$ cat src/rtl/seed_capture_pkg.sv
// Shared definitions for the seed capture block: FSM encoding, default
// parameter values and the zero-seed substitution helper.
`timescale 1ns/1ps
package seed_capture_pkg;

  typedef enum logic [1:0] {
    WAIT_PRESS = 2'd0,
    LOAD       = 2'd1,
    RUN        = 2'd2
  } state_t;

  localparam logic [15:0] DEFAULT_DEBOUNCE_CYCLES = 16'd50000;
  localparam logic [15:0] DEFAULT_FALLBACK_SEED   = 16'hACE1;

  // An all-zero seed would lock an LFSR, so a zero count is replaced.
  function automatic logic [15:0] seedOrFallback(input logic [15:0] count,
                                                 input logic [15:0] fallback);
    return (count == 16'h0000) ? fallback : count;
  endfunction

endpackage

$ cat src/rtl/key_debounce.sv
// Two-flop synchronizer and stability-count debouncer for an active-low
// push-button; emits a one-cycle press on each accepted released->pressed edge.
`timescale 1ns/1ps
module key_debounce
  import seed_capture_pkg::*;
#(
  parameter logic [15:0] DEBOUNCE_CYCLES = DEFAULT_DEBOUNCE_CYCLES
) (
  input  logic clk,
  input  logic rst,
  input  logic key_n,
  output logic level,
  output logic press
);

  logic        r_sync1;
  logic        r_sync2;
  logic        r_level;
  logic        r_press;
  logic        r_armed;
  logic [1:0]  r_fill;
  logic [15:0] r_stable;
  logic        w_differs;
  logic        w_accept;

  assign w_differs = (r_sync2 != r_level);
  assign w_accept  = w_differs && (r_stable == (DEBOUNCE_CYCLES - 16'd1));

  always_ff @(posedge clk or negedge rst) begin
    if (!rst) begin
      r_sync1  <= 1'b1;
      r_sync2  <= 1'b1;
      r_level  <= 1'b1;
      r_press  <= 1'b0;
      r_armed  <= 1'b0;
      r_fill   <= 2'b00;
      r_stable <= 16'd0;
    end else begin
      r_sync1 <= key_n;
      r_sync2 <= r_sync1;
      r_fill  <= {r_fill[0], 1'b1};
      // Presses count only once a genuine released sample has been seen,
      // so a key held through reset never fires.
      if (r_fill[1] && r_sync2) begin
        r_armed <= 1'b1;
      end
      if (!w_differs || w_accept) begin
        r_stable <= 16'd0;
      end else begin
        r_stable <= r_stable + 16'd1;
      end
      if (w_accept) begin
        r_level <= r_sync2;
      end
      r_press <= w_accept && !r_sync2 && r_armed;
    end
  end

  assign level = r_level;
  assign press = r_press;

endmodule

$ cat src/rtl/seed_capture.sv
// Captures a free-running entropy count on a debounced key press and hands it
// to a pseudo-random generator as a seed, with a load handshake and reseed.
`timescale 1ns/1ps
module seed_capture
  import seed_capture_pkg::*;
#(
  parameter logic [15:0] DEBOUNCE_CYCLES = DEFAULT_DEBOUNCE_CYCLES,
  parameter logic [15:0] FALLBACK_SEED   = DEFAULT_FALLBACK_SEED
) (
  input  logic        clk,
  input  logic        rst,
  input  logic        key_n,
  input  logic        reseed_req,
  output logic [15:0] srand,
  output logic        init_srand,
  output logic        seed_valid
);

  state_t      r_state;
  state_t      w_next;
  logic [15:0] r_entropy;
  logic [15:0] r_srand;
  logic        r_initSrand;
  logic        r_seedValid;
  logic        w_keyLevel;
  logic        w_press;
  logic        w_capture;
  logic        w_runOut;

  key_debounce #(
    .DEBOUNCE_CYCLES(DEBOUNCE_CYCLES)
  ) u_keyDebounce (
    .clk   (clk),
    .rst   (rst),
    .key_n (key_n),
    .level (w_keyLevel),
    .press (w_press)
  );

  always_ff @(posedge clk or negedge rst) begin
    if (!rst) begin
      r_state <= WAIT_PRESS;
    end else begin
      r_state <= w_next;
    end
  end

  // The run outputs rise only once RUN has settled and drop on the same
  // edge that accepts a reseed.
  always_comb begin
    w_next    = r_state;
    w_capture = 1'b0;
    unique case (r_state)
      WAIT_PRESS: begin
        if (w_press && !w_keyLevel) begin
          w_capture = 1'b1;
          w_next    = LOAD;
        end
      end
      LOAD: begin
        w_next = RUN;
      end
      RUN: begin
        if (reseed_req) begin
          w_next = WAIT_PRESS;
        end
      end
      default: begin
        w_next = WAIT_PRESS;
      end
    endcase
    w_runOut = (r_state == RUN) && (w_next == RUN);
  end

  always_ff @(posedge clk or negedge rst) begin
    if (!rst) begin
      r_entropy   <= 16'h0000;
      r_srand     <= 16'h0000;
      r_initSrand <= 1'b0;
      r_seedValid <= 1'b0;
    end else begin
      r_entropy   <= r_entropy + 16'd1;
      r_initSrand <= w_runOut;
      r_seedValid <= w_runOut;
      if (w_capture) begin
        r_srand <= seedOrFallback(r_entropy, FALLBACK_SEED);
      end
    end
  end

  assign srand      = r_srand;
  assign init_srand = r_initSrand;
  assign seed_valid = r_seedValid;

endmodule

$ cat config.mk
export PLATFORM = sky130hd
export DESIGN_NAME = seed_capture
export DESIGN_NICKNAME = d
export VERILOG_FILES = /design/src/rtl/seed_capture_pkg.sv /design/src/rtl/key_debounce.sv /design/src/rtl/seed_capture.sv
export SDC_FILE = /design/constraint.sdc
export NUM_CORES = 1
export LEC_CHECK = 0
export ABC_AREA = 1
export CORE_ASPECT_RATIO = 0.6
export CORE_MARGIN = 5
export CORE_UTILIZATION = 45
export CTS_CLUSTER_SIZE = 8
export DETAILED_ROUTE_END_ITERATION = 12
export PLACE_DENSITY = 0.64
export SLEW_MARGIN = 15
export SYNTH_ARGS = -nofsm -noshare
export SYNTH_HDL_FRONTEND = slang
export SYNTH_SLANG_ARGS = --single-unit
$ cat constraint.sdc
create_clock -name clk -period 3.15 [get_ports clk]
set_input_delay 0.63 -clock clk [delete_from_list [all_inputs] [get_ports clk]]
set_output_delay 0.63 -clock clk [all_outputs]
set_load 0.005 [all_outputs]
==> results of run 1 <==
through the flow:
stage / std cells / util, % / instance area (µm²) / hold slack, ns / power [W]
3_3_place_gp: 396 / 51.80 / 2913 / 0.3339 / 0.0008025
3_5_place_dp: 396 / 51.80 / 2913 / 0.3436 / 0.0008031
6_report: 412 / 55.56 / 3124 / 0.3549 / 0.001525
5_1_grt: 412 / 55.56 / 3124 / 0.3652 / 0.001583
2_1_floorplan: 299 / - / 2634 / 0.3312 / 0.0007815
4_1_cts: 412 / 55.56 / 3124 / 0.3577 / 0.001547
cells in the mapped netlist:
| library cell | number | share of area (%) |
|---|---|---|
| xor2_1 | 18 | 6.0 |
| buf_4 | 1 | 0.29 |
| buf_2 | 3 | 0.57 |
| nand4_1 | 11 | 2.6 |
| ha_1 | 3 | 1.4 |
| clkbuf_1 | 1 | 0.14 |
| nand2_2 | 1 | 0.24 |
| nor3_4 | 1 | 0.62 |
| xnor2_1 | 2 | 0.67 |
| a21oi_1 | 8 | 1.5 |
| nand3_1 | 16 | 3.0 |
| dfrtp_1 | 55 | 52 |
| o21ai_1 | 1 | 0.19 |
| buf_8 | 1 | 0.57 |
| o21ai_0 | 9 | 1.7 |
| nand2_1 | 58 | 8.3 |
| inv_2 | 1 | 0.14 |
| nor3_1 | 6 | 1.1 |
| nand2_4 | 1 | 0.43 |
| o21bai_1 | 1 | 0.29 |
| dfstp_2 | 3 | 3.0 |
| inv_1 | 27 | 3.8 |
| nor2_2 | 2 | 0.47 |
| nor2_1 | 64 | 9.1 |
| nor3_2 | 1 | 0.38 |
| a21o_1 | 2 | 0.57 |
| conb_1 | 1 | 0.14 |
| nand3_2 | 1 | 0.38 |
per-layer routing:
metal  wire [µm]  part of all wire [%]
met1        3018                    57
met4          76                   1.4
met3         364                   6.8
met2        1862                    35
met5           0                     0
power breakdown:
group	internal, W	switching, W
Combinational	0.00000853	0.0000218
Clock	0.000444	0.000293
Sequential	0.000752	0.00000560
how the worst max path moves through the flow:
stage                                    startpoint  slack, ns                         to
final                                      srand[5]       1.26                   srand[5]
after global routing            u_keyDebounce.level       1.18                  srand[15]
after CTS                                  srand[5]       1.25                   srand[5]
after detailed placement        u_keyDebounce.level       1.41                  srand[15]
after global placement          u_keyDebounce.level       1.49                  srand[10]
after floorplan           u_keyDebounce.r_stable[0]       1.83  u_keyDebounce.r_stable[0]
layout by cell type, fill, tap and decap left out, drive strengths merged:
| cell | n |
|---|---|
| a21oi | 8 |
| nor3 | 8 |
| nand2 | 60 |
| a21o | 2 |
| nand3 | 17 |
| clkdlybuf4s50 | 20 |
| dfstp | 3 |
| ha | 3 |
| dfrtp | 55 |
| clkinv | 1 |
| xor2 | 18 |
| o21bai | 1 |
| bufinv | 2 |
| inv | 28 |
| conb | 1 |
| nor2 | 66 |
| buf | 3 |
| xnor2 | 2 |
| clkinvlp | 2 |
| o21ai | 10 |
| clkbuf | 11 |
| nand4 | 11 |
logic make-up (layout without fill, tap and decap cells):
family	Yosys count	after routing	synth area share, %
XOR/XNOR	20	20	6.651
other	1	1	0.1424
flip-flops	58	58	55.25
buffers and inverters	34	67	5.558
AO/OA/AOI/OAI	21	21	4.275
adder cells (fa/ha/maj)	3	3	1.425
AND/OR/NAND/NOR	162	162	26.70
sequential cells by signal, indices dropped and copies added (netlist names):
signal,count
u_keyDebounce.r_armed,1
u_keyDebounce.r_sync2,1
u_keyDebounce.press,1
seed_valid,1
u_keyDebounce.r_fill,2
u_keyDebounce.r_stable,16
r_entropy,16
srand,16
u_keyDebounce.level,1
r_state,2
u_keyDebounce.r_sync1,1
worst reg2reg max path, delay by kind of cell (launching register included):
kind	cells	cell delay (ns)
buffers and inverters	1	0.24
and+or+nand+nor	3	0.78
DFF	1	0.56
AOI/OAI and AO/OA	1	0.05
final cells by class:
cell class,count,share of cell area (%)
clock buffer,11,4.205
clock inverter,5,2.563
inverter,28,3.364
multi-input combinational,207,33.04
timing repair buffer,23,7.048
tap,80,3.204
sequential,58,46.58
==> results.ini, run 1 <==
[status]
status = finished clean

[global_routing]
grt_pass1_wl_mm = 9.032
grt-busiest-layer = met1
met1_usage_pct = 26.45
gr-usage-all-layers_pct = 15.82
use_met3_pct = 6.140
antenna_found_initial = 0
grt_pass1_vias = 1759
grt_use_met2_pct = 16.63
overflow = 0
grt_max_degree = 45

[final_layout]
nets = 334
multi_input_area_um2 = 1032
regArea_um2 = 1455
n_fill_cell = 527
drive_gt1_share_pct = 8.434
diodes = 0
synthToLayoutAreaGrowth_pct = 18.62

[die]
fp.coreArea_um2 = 5623
std_cell_rows = 21
start_util_pct = 46.84
ioPinCount = 22
die_area_um2 = 7533
die_w_um = 108.8
die_h_um = 69.26

[clock_tree]
holdBufCountCts = 0
cts.sinks = 58
clockBufferDepth = 2
cts_setup_buffers = 0
clk_latency_ns = 0.34
cts-htree-levels = 3
cts_made_buffers = 9
post_cts_resized = 0
clk_transition_reported_paths_ns = 0.07
cts_tree = built
root_buffer = clkbuf_8

[critical_path]
worst_ep_arrival_time_ns = 1.26
crit_fanout = 2
r2r_slack_ns = 1.39
reg2reg_from = u_keyDebounce.level
ff2ff_path_depth = 5
slowest_delay_ns = 0.53
start_kind = flop
required_ns = 2.52
critPathTopFamily = buffers and inverters
crit_type = flop to primary output
reg2reg_to = srand[15]
path_buf_inv = 1
cp-end-kind = primary output
crit_chain = clkdlybuf4s50_1
cp.depth = 1
cpMaxStageDelayCell = clkdlybuf4s50_1

[route]
via_count = 1965
drt_iter0_markers = 145
routed_wl_mm = 5.322
wl_per_cell_um = 12.92
postRouteAntennaNets = 0
via_per_inst = 4.769
drc = 0
drt-pass1-iter-count = 5

[synth]
synth.distinct_cells = 28
syn_inst = 299
ys_seq_area_share_pct = 55.25
yosysWarnings = 0
avgSynthCellArea_um2 = 8.809
syn-num-nets = 306
ys_ff_latch = 58
mappedNetlistArea_um2 = 2634

[place]
pre_cts_ws_ns = 1.413
hpwlAfterDp_mm = 3.822
portBuffers = 21
gp_congestion = 0.8392

[min_path]
holdPathEnd = u_keyDebounce.r_fill[1]
min_from = u_keyDebounce.r_fill[0]
holdPathStages = 0
worst_hold_path_type = flop to flop

[timing]
finalSetupViolations = 0
fin_crit_sh_pct = 60.01
grt_setup_unrepaired = no
worst_slew_pin_slew_ns = 0.9286
setup_slack_ns = 1.260
hold_viol = 0
slew_violations = 0
slew_headroom_pct = 38.09
finalClockSkew_ns = 0.009690
min_period_ns = 1.890
setup_tns_ns = 0
clock.fmax_ghz = 0.5290

[flow_run]
maxCapViolCount = 0

[pwr]
powerDensity_nw_per_um2 = 488.1
peakVddDrop_mv = 0.2386
power.leakage_nw = 1.401

No activity file was read; power rests on OpenSTA's default activity.
==> inputs of run 2 (changes only) <==
- PLACE_DENSITY: 0.64 -> 0.67
- clock period: 3.15 -> 1.6 ns (I/O delays scaled with it)
==> run 2 against run 1 <==
Compared with the run above: clock power increased by 59%; power increased by 79%; final area increased by 0.32%; clock skew increased by 0.00080 ns; via count increased by 4.0%; worst setup slack got worse by 1.2 ns; first-iteration DRC count increased by 25%; critical path depth unchanged; sequential power increased by 97%; sequential cell count unchanged; die area unchanged; global-route usage increased by 0.15 points; largest power group unchanged.
==> results.ini, run 2 (synthesis gave the netlist of run 1 again) <==
[status]
status = finished clean

[final_layout]
drive_gt1_share_pct = 9.581
synthToLayoutAreaGrowth_pct = 19.00
final_area_um2 = 3134
layout_commonest_cell = nor2_1
utilization_pct = 55.74
final_cell_mix = 62 x nor2_1, 58 x nand2_1, 55 x dfrtp_1
nets = 336
diodes = 0
n_fill_cell = 550

[pwr]
p_seq_share_pct = 54.7
p_int_w = 0.002100
powerDensity_nw_per_um2 = 869.7
power.leakage_nw = 1.423
peakVddDrop_mv = 0.4500
combPwrFrac_pct = 2.6
swShare_pct = 22.97
clockPowerShare_pct = 42.8
power.net_switching_w = 0.0006262

[global_routing]
antenna_found_initial = 0
grt_max_degree = 24
gr-usage-all-layers_pct = 15.97
grt_pass1_vias = 1847
grt_pass1_wl_mm = 9.328
overflow = 0

[clock_tree]
cts_setup_buffers = 0
root_buffer = clkbuf_8
cts.sinks = 58
cts-htree-levels = 3
clk_transition_reported_paths_ns = 0.07
clockBufferDepth = 2
cts_tree = built
cts_made_buffers = 9
clk_latency_ns = 0.33

[critical_path]
path_buf_inv = 1
critPathTopFamily = buffers and inverters
cpMaxStageDelayCell = clkdlybuf4s50_1
cp-end-kind = primary output
crit_fanout = 2
slowest_delay_ns = 0.52
start_kind = flop
required_ns = 1.28
crit_chain = clkdlybuf4s50_1
worst_ep_arrival_time_ns = 1.21
crit_type = flop to primary output

[route]
m1WireLength_mm = 3.061
wl_met3_um = 373
drc = 0
via_count = 2044
via_per_inst = 4.937
wl_met2_mm = 2.035
drt_iter0_markers = 181
routed_wl_mm = 5.522
drt-pass1-iter-count = 5
top_layer = met4
wl_per_cell_um = 13.34
postRouteAntennaNets = 0

[die]
std_cell_rows = 21
fp.coreArea_um2 = 5623
die_area_um2 = 7533
ioPinCount = 22
start_util_pct = 46.84
die_h_um = 69.26
die_w_um = 108.8

[timing]
min_period_ns = 1.530
whs_ns = 0.3552
clock.fmax_ghz = 0.6538
finalClockSkew_ns = 0.01049
finalSetupViolations = 0
grt_setup_unrepaired = no
setup_tns_ns = 0
fin_crit_sh_pct = 95.60
hold_viol = 0
slew_violations = 0
setup_slack_ns = 0.07036

[place]
pre_cts_ws_ns = 0.1116
portBuffers = 21
hpwlAfterDp_mm = 3.968
placed_cell_area_um2 = 2945
gp_congestion = 0.9007

[min_path]
worst_hold_path_type = flop to flop

[flow_run]
maxCapViolCount = 0

[run 2: cell count changes in the layout (fill, tap and decap cells not counted), sizes merged]
| cell | previous run | this run |
|---|---|---|
| dlymetal6s2s | 0 | 1 |
| clkinv | 1 | 3 |
| clkdlybuf4s50 | 20 | 19 |
| dlygate4sd3 | 0 | 1 |
| bufinv | 2 | 0 |
| buf | 3 | 4 |
[run 2: layer usage]
layer  GRT usage, %  up-vias
li1               -     1005
met1          26.17      967
met2          18.96       67
met3          5.860        5
met4          4.202        0
met5              0        -
[run 2: area by class of cell]
type	instances	area (µm²)	area share (%)
flip-flops and latches	58	1455	46.43
repair buffers	25	265.3	8.463
well taps	80	100.1	3.194
inverters	28	105.1	3.353
multi-input cells	207	1037	33.09
clock buffers	11	141.4	4.511
clock inverters	5	30.03	0.9581
[run 2: final timing paths]
check,startpoint,end,slack [ns],depth (start not counted)
max,srand[0],srand[0],0.07,1
min,u_keyDebounce.r_fill[0],u_keyDebounce.r_fill[1],0.36,0
max reg2reg,r_entropy[0],r_entropy[12],0.13,6
min reg2reg,u_keyDebounce.r_fill[0],u_keyDebounce.r_fill[1],0.36,0
max in group asynchronous,rst,u_keyDebounce.level,0.62,3
min in group asynchronous,rst,r_entropy[1],0.44,2
[run 2: stage by stage]
stage	total power, W	instances
floorplan	0.001539	299
global placement	0.001588	397
detailed placement	0.001589	397
CTS	0.002765	414
global route	0.002851	414
finish	0.002726	414
[run 2: power groups by stage]
stage	Sequential (W)	Combinational (W)	Clock, W
3_5_place_dp	0.00152	0.0000714	0
4_1_cts	0.00149	0.0000734	0.00120
3_3_place_gp	0.00152	0.0000716	0
5_1_grt	0.00149	0.0000822	0.00128
6_report	0.00149	0.0000697	0.00117
2_1_floorplan	0.00152	0.0000233	0
[run 2: what timing repair did]
action / in CTS / in global routing
hold buffers: 1 / 0
endpoints found under the setup margin: 0 / 4
endpoints found under the hold margin: 11 / 0
gates resized for setup: 0 / 3
==> inputs of run 3 (changes only) <==
- HOLD_SLACK_MARGIN: unset -> 0.05
==> results of run 3 <==
The final DEF is identical to that of run 2; final timing and power are the same.
